$ cat src/rtl/lsu_pkg.sv
`default_nettype none
// ============================================================================
// Module   : lsu_pkg
// Purpose  : Shared definitions for the load/store unit.
//            Size encodings, FSM state type, lane mask and alignment helpers.
// Revision : 1.0  initial release
// ============================================================================
package lsu_pkg;

  localparam logic [1:0] SZ_B = 2'b00;
  localparam logic [1:0] SZ_H = 2'b01;
  localparam logic [1:0] SZ_W = 2'b10;
  localparam logic [1:0] SZ_D = 2'b11;

  typedef enum logic [2:0] {
    IDLE   = 3'd0,
    RD     = 3'd1,
    WR     = 3'd2,
    RMW_RD = 3'd3,
    RMW_WR = 3'd4,
    RESP   = 3'd5
  } lsu_state_e;

  // Right-justified all-ones mask covering the access size.
  function automatic logic [63:0] size_mask(input logic [1:0] size);
    logic [63:0] m;
    case (size)
      SZ_B:    m = 64'h0000_0000_0000_00FF;
      SZ_H:    m = 64'h0000_0000_0000_FFFF;
      SZ_W:    m = 64'h0000_0000_FFFF_FFFF;
      default: m = 64'hFFFF_FFFF_FFFF_FFFF;
    endcase
    return m;
  endfunction

  // An access is misaligned when the lane offset is not a multiple of its size.
  function automatic logic misaligned(input logic [1:0] size, input logic [2:0] off);
    logic m;
    case (size)
      SZ_B:    m = 1'b0;
      SZ_H:    m = off[0];
      SZ_W:    m = |off[1:0];
      default: m = |off;
    endcase
    return m;
  endfunction

endpackage
`default_nettype wire

$ cat src/rtl/lsu_lane_align.sv
`default_nettype none
// ============================================================================
// Module   : lsu_lane_align
// Purpose  : Combinational lane steering for the LSU.
//            Loads : select lane at byte offset, mask to size, zero/sign extend.
//            Stores: merge right-justified store data into the old doubleword.
// Ports    : i_rdata      old / read doubleword from memory
//            i_wdata      right-justified store data
//            i_size       access size encoding
//            i_off        byte offset within the doubleword
//            i_signed     sign-extend load result
//            o_load_data  extended load result
//            o_merge_data doubleword to write back for a sub-dword store
// Revision : 1.0  initial release
// ============================================================================
module lsu_lane_align
  import lsu_pkg::*;
(
  input  logic [63:0] i_rdata,
  input  logic [63:0] i_wdata,
  input  logic [1:0]  i_size,
  input  logic [2:0]  i_off,
  input  logic        i_signed,
  output logic [63:0] o_load_data,
  output logic [63:0] o_merge_data
);

  logic [5:0]  w_shamt;
  logic [63:0] w_mask;
  logic [63:0] w_shifted;
  logic        w_sign;

  assign w_shamt   = {i_off, 3'b000};
  assign w_mask    = size_mask(i_size);
  assign w_shifted = i_rdata >> w_shamt;

  // Top bit of the selected lane; a full dword never needs extension.
  always_comb begin
    w_sign = 1'b0;
    case (i_size)
      SZ_B:    w_sign = w_shifted[7];
      SZ_H:    w_sign = w_shifted[15];
      SZ_W:    w_sign = w_shifted[31];
      default: w_sign = 1'b0;
    endcase
  end

  assign o_load_data  = (w_shifted & w_mask) | ((i_signed && w_sign) ? ~w_mask : 64'h0);
  assign o_merge_data = (i_rdata & ~(w_mask << w_shamt)) | ((i_wdata & w_mask) << w_shamt);

endmodule
`default_nettype wire

$ cat src/rtl/lsu_ctrl.sv
`default_nettype none
// ============================================================================
// Module   : lsu_ctrl
// Purpose  : Load/store initiator between execute stage and data memory.
//            One request at a time; sub-dword stores use read-modify-write.
// Ports    : clk, rst_n              clock, synchronous active-low reset
//            req_*                   request handshake and fields
//            resp_valid/rdata/err    single-cycle response
//            mem_addr, MemRead,      memory interface (read data is
//            MemWrite, mem_wdata,    combinational, writes land on the
//            mem_rdata               next rising edge)
// Revision : 1.0  initial release
// ============================================================================
module lsu_ctrl
  import lsu_pkg::*;
#(
  parameter int ADDR_W      = 64,
  parameter int DATA_W      = 64,
  parameter int MEM_IDX_LSB = 2
) (
  input  logic              clk,
  input  logic              rst_n,
  input  logic              req_valid,
  output logic              req_ready,
  input  logic              req_write,
  input  logic [1:0]        req_size,
  input  logic              req_signed,
  input  logic [ADDR_W-1:0] req_addr,
  input  logic [DATA_W-1:0] req_wdata,
  output logic              resp_valid,
  output logic [DATA_W-1:0] resp_rdata,
  output logic              resp_err,
  output logic [ADDR_W-1:0] mem_addr,
  output logic              MemRead,
  output logic              MemWrite,
  output logic [DATA_W-1:0] mem_wdata,
  input  logic [DATA_W-1:0] mem_rdata
);

  lsu_state_e        state_q, state_d;
  logic              req_ready_q, req_ready_d;
  logic              resp_valid_q, resp_valid_d;
  logic              resp_err_q, resp_err_d;
  logic [DATA_W-1:0] resp_rdata_q, resp_rdata_d;
  logic [ADDR_W-1:0] mem_addr_q, mem_addr_d;
  logic              mem_read_q, mem_read_d;
  logic              mem_write_q, mem_write_d;
  logic [DATA_W-1:0] mem_wdata_q, mem_wdata_d;
  logic [1:0]        size_q, size_d;
  logic              signed_q, signed_d;
  logic [2:0]        off_q, off_d;
  logic [DATA_W-1:0] wdata_q, wdata_d;

  logic [63:0]       w_load_data;
  logic [63:0]       w_merge_data;

  // Steering works on latched request fields and the live memory read data.
  lsu_lane_align u_lane_align (
    .i_rdata      (mem_rdata),
    .i_wdata      (wdata_q),
    .i_size       (size_q),
    .i_off        (off_q),
    .i_signed     (signed_q),
    .o_load_data  (w_load_data),
    .o_merge_data (w_merge_data)
  );

  always_comb begin
    state_d      = state_q;
    resp_valid_d = 1'b0;
    resp_err_d   = 1'b0;
    resp_rdata_d = resp_rdata_q;
    mem_addr_d   = mem_addr_q;
    mem_read_d   = 1'b0;
    mem_write_d  = 1'b0;
    mem_wdata_d  = mem_wdata_q;
    size_d       = size_q;
    signed_d     = signed_q;
    off_d        = off_q;
    wdata_d      = wdata_q;

    case (state_q)
      IDLE: begin
        if (req_valid && req_ready_q) begin
          size_d     = req_size;
          signed_d   = req_signed;
          off_d      = req_addr[2:0];
          wdata_d    = req_wdata;
          // Doubleword index placed at MEM_IDX_LSB, low bits zero.
          mem_addr_d = (req_addr >> 3) << MEM_IDX_LSB;
          if (misaligned(req_size, req_addr[2:0])) begin
            state_d      = RESP;
            resp_valid_d = 1'b1;
            resp_err_d   = 1'b1;
            resp_rdata_d = '0;
          end else if (!req_write) begin
            state_d    = RD;
            mem_read_d = 1'b1;
          end else if (req_size == SZ_D) begin
            state_d     = WR;
            mem_write_d = 1'b1;
            mem_wdata_d = req_wdata;
          end else begin
            state_d    = RMW_RD;
            mem_read_d = 1'b1;
          end
        end
      end
      RD: begin
        state_d      = RESP;
        resp_valid_d = 1'b1;
        resp_rdata_d = w_load_data;
      end
      WR: begin
        state_d      = RESP;
        resp_valid_d = 1'b1;
        resp_rdata_d = '0;
      end
      RMW_RD: begin
        state_d     = RMW_WR;
        mem_write_d = 1'b1;
        mem_wdata_d = w_merge_data;
      end
      RMW_WR: begin
        state_d      = RESP;
        resp_valid_d = 1'b1;
        resp_rdata_d = '0;
      end
      RESP: begin
        state_d = IDLE;
      end
      default: begin
        state_d = IDLE;
      end
    endcase

    req_ready_d = (state_d == IDLE);
  end

  always_ff @(posedge clk) begin
    if (!rst_n) begin
      state_q      <= IDLE;
      req_ready_q  <= 1'b1;
      resp_valid_q <= 1'b0;
      resp_err_q   <= 1'b0;
      resp_rdata_q <= '0;
      mem_addr_q   <= '0;
      mem_read_q   <= 1'b0;
      mem_write_q  <= 1'b0;
      mem_wdata_q  <= '0;
      size_q       <= SZ_B;
      signed_q     <= 1'b0;
      off_q        <= '0;
      wdata_q      <= '0;
    end else begin
      state_q      <= state_d;
      req_ready_q  <= req_ready_d;
      resp_valid_q <= resp_valid_d;
      resp_err_q   <= resp_err_d;
      resp_rdata_q <= resp_rdata_d;
      mem_addr_q   <= mem_addr_d;
      mem_read_q   <= mem_read_d;
      mem_write_q  <= mem_write_d;
      mem_wdata_q  <= mem_wdata_d;
      size_q       <= size_d;
      signed_q     <= signed_d;
      off_q        <= off_d;
      wdata_q      <= wdata_d;
    end
  end

  assign req_ready  = req_ready_q;
  assign resp_valid = resp_valid_q;
  assign resp_err   = resp_err_q;
  assign resp_rdata = resp_rdata_q;
  assign mem_addr   = mem_addr_q;
  assign MemRead    = mem_read_q;
  assign MemWrite   = mem_write_q;
  assign mem_wdata  = mem_wdata_q;

endmodule
`default_nettype wire

$ cat config.mk
export PLATFORM = sky130hd
export DESIGN_NAME = lsu_ctrl
export DESIGN_NICKNAME = d
export VERILOG_FILES = /design/src/rtl/lsu_pkg.sv /design/src/rtl/lsu_lane_align.sv /design/src/rtl/lsu_ctrl.sv
export SDC_FILE = /design/constraint.sdc
export NUM_CORES = 1
export LEC_CHECK = 0
export BUFFER_PORTS_ARGS = -buffer_cell sky130_fd_sc_hd__buf_2
export CAP_MARGIN = 20
export CORE_MARGIN = 8
export CORE_UTILIZATION = 35
export CTS_BUF_LIST = sky130_fd_sc_hd__clkbuf_8
export CTS_CLUSTER_SIZE = 10
export DETAILED_ROUTE_END_ITERATION = 6
export PLACE_DENSITY = 0.6
export REMOVE_ABC_BUFFERS = 1
export SLEW_MARGIN = 20
export SYNTH_ARGS = -nofsm -noshare
export SYNTH_HDL_FRONTEND = slang
export SYNTH_SLANG_ARGS = --single-unit
$ cat constraint.sdc
create_clock -name clk -period 2.9 [get_ports clk]
set_input_delay 0.725 -clock clk [delete_from_list [all_inputs] [get_ports clk]]
set_output_delay 0.725 -clock clk [all_outputs]
set_load 0.01 [all_outputs]
==> metrics.txt, run 1 <==
slew at the pin closest to its max-slew limit ~0.99 ns; worst slew margin relative to its limit about a third; Hold Violations, Final 0; number of antenna violations at the first check in global routing 21; H-tree Lvls 2; detail-routed net length per standard cell 23.7 µm; violation count after the first detailed-route iteration about 1300; number of nets in the layout 2313; Final Cell Area between 15000 and 20000 µm²; largest net degree at the start of global routing between 150 and 200; fin. max-slew vios 0; Synth Instances 1760; die extent in y about 210 µm; final-report setup violation count 0; # clock sinks ~270; Peak VDD IR roughly 0.42 mV; Area Overhead vs Synth 27.7%; Port Buffer Count a little under 400; Setup CP Type reg -> reg; overall via count from detail_route roughly 15000; clock buffers created by TritonCTS 50; Std-Cell Core Area 38500 µm²; FFs w/ async S/R, synth 0%; setup repair bufs after CTS 0; final hold slack 0.331 ns; outcome finished, final reports clean; multi-input gate area in the final layout 7580 µm²; clock input transition at the sequential cells of the worst setup and hold paths roughly 0.070 ns; class of the tightest hold or removal check in -> reg; final global-route overflow total 0; global routing met1 resource utilization roughly a third; clock insertion delay at the later pin of the skew report approximately 0.63 ns; commonest cells after routing, fill and taps aside sky130_fd_sc_hd__nand2_1 (491), sky130_fd_sc_hd__buf_2 (392), sky130_fd_sc_hd__dfxtp_1 (263); biggest area contributors in the synthesized netlist sky130_fd_sc_hd__dfxtp_1 (39%), sky130_fd_sc_hd__nand2_1 (14%), sky130_fd_sc_hd__a21oi_1 (7.7%), sky130_fd_sc_hd__mux2_2 (4.2%), sky130_fd_sc_hd__mux2i_1 (4.1%); via count of the first global-routing pass approximately 15000; FF-to-FF Start off_q[2]$_SDFFE_PN0P_; total area of sequential cells 5360 µm²; global-route wire length before repair 92800 µm; pwr dens ~730 nW/µm²; post-detailed-route DRC marker count 0; x dimension of the die 213 µm; # fillers 4033; Synth Flop Type sky130_fd_sc_hd__dfxtp_1; count of state elements after synthesis between 200 and 300; cell taking the most area after synthesis sky130_fd_sc_hd__dfxtp_1; kind of end point of the critical path flop; GR peak layer met2; Syn Std Cell Area between 10000 and 15000 µm²; Hold-fix buffers, CTS 0; layout cell share with drive strength beyond 1 ~29%; unrepaired setup endpoints after global routing no; leakage just over 7 nW; max-cap check violation count 0; startpoint of the worst setup timing path off_q[2]$_SDFFE_PN0P_; global-route met2 utilization 42.5%; leading cell type in the layout, fill and taps excluded sky130_fd_sc_hd__nand2_1; starting density of the core between 30% and 40%; detailed-router iteration count before antenna repair 7; achievable clock frequency between 300 and 400 MHz; utilization of the core after routing roughly 45%; startpoint of the lowest-slack hold path req_addr[14]; antenna viol nets, final 0; GR Util All Layers 26.9%; post-route minimum period roughly 2.6 ns; total detailed-routing wirelength 63500 µm; register area share after synthesis around 39%; detail-routed via count per cell 5.66; I/O Pins ~400; critical path launch point type flop; required time of the critical path about 3.5 ns; Total Neg Setup Slack 0 ns; TritonCTS clock tree built; Max Clock Skew ~0.025 ns; largest fanout on the critical path 17; total of warnings raised by yosys 0; HPWL reported at the end of detailed placement between 40000 and 50000 µm; WP data arrival between 3 and 4 ns; number of enable-type register cells in the synthesized netlist 0; number of unique standard cell types used by synthesis 64; global-route met3 utilization between 9 and 10%; period utilization between 90% and 100%; area enclosed by the die boundary 45300 µm²; routability cong. between 0.9 and 1; root buffer selected by CTS sky130_fd_sc_hd__clkbuf_8; Post-Place Cell Area about 16000 µm²; PostCTS Resize Cnt 0; Yosys top cell area share between 30% and 40%; number of rows created at floorplan between 70 and 80; CTS Buffer Depth 3; Mapped Avg Cell Area between 7 and 8 µm²
[cells by family after synthesis]
group	count (synthesis)	share of synthesized area, %
AOI/OAI and AO/OA	565	26.4
xor gates and xnor gates	1	0.0646
buffers and inverters	170	5.23
DFF	267	39.4
muxes	117	9.63
other	1	0.0276
and+or+nand+nor	639	19.3
[per-stage QoR]
step / worst slack, ns / cells / power (mW)
CTS: 0.292 / 2669 / 12.7
floorplan: -7.91 / 1598 / 6.21
detailed placement: 0.0257 / 2579 / 8.76
global route: 0.160 / 2674 / 13.3
global placement: 0.0773 / 2579 / 8.72
finish: 0.282 / 2680 / 12.7
[report_power, final]
part / total (mW) / leakage [nW] / switching (mW) / internal [mW]
Sequential: 4.55 / 2.17 / 0.418 / 4.13
Combinational: 4.25 / 4.45 / 2.78 / 1.48
Clock: 3.88 / 0.595 / 1.72 / 2.16
Total: 12.7 / 7.21 / 4.92 / 7.77
[flip-flops by register name, summed over array words and instances, names as in the netlist]
register	count
MemWrite	1
MemRead	1
mem_wdata	64
resp_valid	1
signed_q	1
resp_err	1
size_q	2
off_q	3
wdata_q	64
mem_addr	61
state_q	3
req_ready	1
resp_rdata	64
[routing by layer]
layer	vias up	part of all wire [%]	wire (µm)
met5	-	0.19	122
met4	20	4.6	2910
met3	181	12	7420
met2	850	45	28500
met1	7137	39	24500
li1	6994	-	-
[cell usage after synthesis (all sizes together), types with 2 or more instances]
| cell | number |
|---|---|
| a32oi | 4 |
| and2 | 8 |
| o21a | 7 |
| a21o | 2 |
| a2bb2oi | 3 |
| nor4 | 2 |
| nand2b | 2 |
| o221ai | 7 |
| nor3 | 10 |
| nand2 | 491 |
| and3 | 14 |
| clkbuf | 120 |
| buf | 44 |
| a222oi | 4 |
| a211oi | 37 |
| or2 | 3 |
| o211ai | 13 |
| mux2 | 56 |
| a21oi | 208 |
| o22ai | 20 |
| o22a | 3 |
| a221oi | 23 |
| dfxtp | 267 |
| a221o | 3 |
| nand4 | 2 |
| nor3b | 4 |
| a21boi | 5 |
| nand3b | 6 |
| nor2b | 12 |
| a31oi | 11 |
| a22o | 32 |
| mux2i | 56 |
| mux4 | 5 |
| a311oi | 41 |
| nand3 | 24 |
| o21ai | 109 |
| a22oi | 26 |
| or4 | 2 |
| inv | 5 |
| nor2 | 54 |
[critical path: stages, from the launching register on]
cell	delay (ns)
sky130_fd_sc_hd__dfxtp_2	0.49
sky130_fd_sc_hd__inv_2	0.25
sky130_fd_sc_hd__o32ai_1	0.43
sky130_fd_sc_hd__nor2_1	0.13
sky130_fd_sc_hd__nor3b_1	0.27
sky130_fd_sc_hd__o31a_1	0.73
sky130_fd_sc_hd__a22o_1	0.24
[cell type report]
type	instances	share of cell area [%]
multi-input cells	1325	43.8
clock inverters	26	0.990
diodes	10	0.144
inverters	6	0.159
well taps	518	3.74
flip-flops and latches	267	30.9
repair buffers	464	15.2
clock buffers	64	5.08
[worst paths after layout]
check,to,slack [ns],depth (start not counted)
max,resp_rdata[16]$_SDFFE_PN0P_,0.28,6
min,mem_addr[13]$_SDFFE_PN0P_,0.33,3
max reg2reg,resp_rdata[16]$_SDFFE_PN0P_,0.28,6
min reg2reg,resp_rdata[4]$_SDFFE_PN0P_,0.45,2
No activity file was read; power rests on OpenSTA's default activity.
==> inputs of run 2 (changes only) <==
Settings changed: CTS_BUF_LIST sky130_fd_sc_hd__clkbuf_8 to not set.
==> run 2 against run 1 <==
Effect of this change: sequential power barely moved; wire length fell by 0.59%; global-route usage barely moved; clock power rose by 10%; sequential share of layout area fell by 0.096 points; hold slack improved by 0.073 ns; via count fell by 1.3%; non-clock buffer count did not move; critical path type unchanged; largest cell class unchanged.
==> metrics.txt, run 2 (synthesized netlist as in run 1, its figures left out) <==
total area of sequential cells 5360 µm²; routability cong. about 0.95; multi-input gate area in the final layout 7580 µm²; clock input transition at the sequential cells of the worst setup and hold paths ~0.060 ns; clock insertion delay at the later pin of the skew report between 0.5 and 0.6 ns; final global-route overflow total 0; max-cap check violation count 0; # fillers ~4000; combinational share of power around a third; largest fanout on the critical path 20; starting density of the core 35.3%; WP data arrival between 3 and 4 ns; detailed-router iteration count before antenna repair 5; critical path launch point type flop; Max Clock Skew between 0.015 and 0.02 ns; outcome finished, final reports clean; HPWL reported at the end of detailed placement between 40000 and 50000 µm; global-route wire length before repair 92600 µm; leakage approximately 7.2 nW; # clock sinks around 270; power dissipated by switching net loads 4.87 mW; utilization of the core after routing 45.2%; number of antenna violations at the first check in global routing 18; min setup slack post-route 0.238 ns; Port Buffer Count 392; kind of end point of the critical path flop; total chip power 13.1 mW; detail-routed net length per standard cell 23.9 µm; PostCTS Resize Cnt 0; internal power summed over all cells between 8 and 9 mW; pwr dens roughly 750 nW/µm²; I/O Pins 396; commonest cells after routing, fill and taps aside sky130_fd_sc_hd__nand2_1 (491), sky130_fd_sc_hd__buf_2 (392), sky130_fd_sc_hd__dfxtp_1 (263); setup repair bufs after CTS 0; TritonCTS clock tree built; Hold-fix buffers, CTS 0; GR Util All Layers between 20% and 30%; Hold Violations, Final 0; Reg power frac between 30% and 40%; instance count along the most critical hold path 3; Peak VDD IR ~0.48 mV; slew at the pin closest to its max-slew limit slightly above 1 ns; final cell count without fillers roughly 2600; Total Neg Setup Slack 0 ns; violation count after the first detailed-route iteration 1430; area enclosed by the die boundary around 45000 µm²; total detailed-routing wirelength 63200 µm; Area Overhead vs Synth 28.0%; worst slew margin relative to its limit between 30% and 40%; clock buffers created by TritonCTS 35; post-route minimum period around 2.7 ns; CTS Buffer Depth 3; via count of the first global-routing pass between 10000 and 15000; Std-Cell Core Area between 30000 and 40000 µm²; leading cell type in the layout, fill and taps excluded sky130_fd_sc_hd__nand2_1; fin. max-slew vios 0; largest net degree at the start of global routing approximately 190; die extent in y around 210 µm; Setup CP Type reg -> reg; Switching Share 37.3%; overall via count from detail_route about 15000; pre-CTS setup slack approximately 0.026 ns; unrepaired setup endpoints after global routing no; Final Cell Area 17400 µm²; CP max-delay cell sky130_fd_sc_hd__o31a_1; final-report setup violation count 0; required time of the critical path 3.39 ns; post-detailed-route DRC marker count 0; achievable clock frequency between 300 and 400 MHz; clock share of power between 30 and 40%; number of cells on the worst reg-to-reg path 5; final hold slack between 0.4 and 0.5 ns; antenna viol nets, final 0; x dimension of the die around 210 µm; number of rows created at floorplan 72; period utilization 91.8%; Placed Instances around 2600; number of nets in the layout approximately 2300; Post-Place Cell Area 16200 µm²; series of cell instances along the critical path and2b_1, a221oi_1, a2111oi_0, o31a_1, a22o_1; critical path's largest stage delay slightly below 0.8 ns; root buffer selected by CTS sky130_fd_sc_hd__clkbuf_16; H-tree Lvls 2; layout cell share with drive strength beyond 1 approximately 28%; class of the tightest hold or removal check in -> reg; detail-routed via count per cell about 5.7
run 2: worst max-delay path, delay by kind of cell, from the launching register on:
kind            cells  cell delay (ns)
compound gates      4             1.82
flops               1             0.51
simple gates        1             0.25
run 2: final timing paths:
| kind | slack [ns] | startpoint | end |
|---|---|---|---|
| max | 0.24 | off_q[0]$_SDFFE_PN0P_ | resp_rdata[25]$_SDFFE_PN0P_ |
| min | 0.40 | req_addr[14] | mem_addr[13]$_SDFFE_PN0P_ |
| max reg2reg | 0.24 | off_q[0]$_SDFFE_PN0P_ | resp_rdata[25]$_SDFFE_PN0P_ |
| min reg2reg | 0.45 | resp_rdata[41]$_SDFFE_PN0P_ | resp_rdata[41]$_SDFFE_PN0P_ |
run 2: cell type report:
type / count / share of cell area [%]
multi-input combinational: 1325 / 43.6
timing repair buffer: 464 / 15.2
antenna: 8 / 0.115
sequential: 267 / 30.8
clock inverter: 5 / 0.374
clock buffer: 51 / 6.03
tap: 518 / 3.73
inverter: 6 / 0.158
run 2: power groups by stage:
stage | registers [mW] | logic [mW] | clock network, mW
detailed placement | 4.61 | 4.15 | 0
global placement | 4.59 | 4.13 | 0
global route | 4.61 | 4.55 | 4.48
floorplan | 4.53 | 1.69 | 0
CTS | 4.54 | 4.16 | 4.35
finish | 4.55 | 4.24 | 4.27
run 2: routing by layer:
layer | vias to the layer above | share of wire (%) | track usage (%)
met2 | 808 | 45 | 42.5
met1 | 7031 | 39 | 32.7
met5 | - | 0.21 | 0
met3 | 173 | 11 | 8.72
met4 | 20 | 4.5 | 13.3
li1 | 6956 | - | -
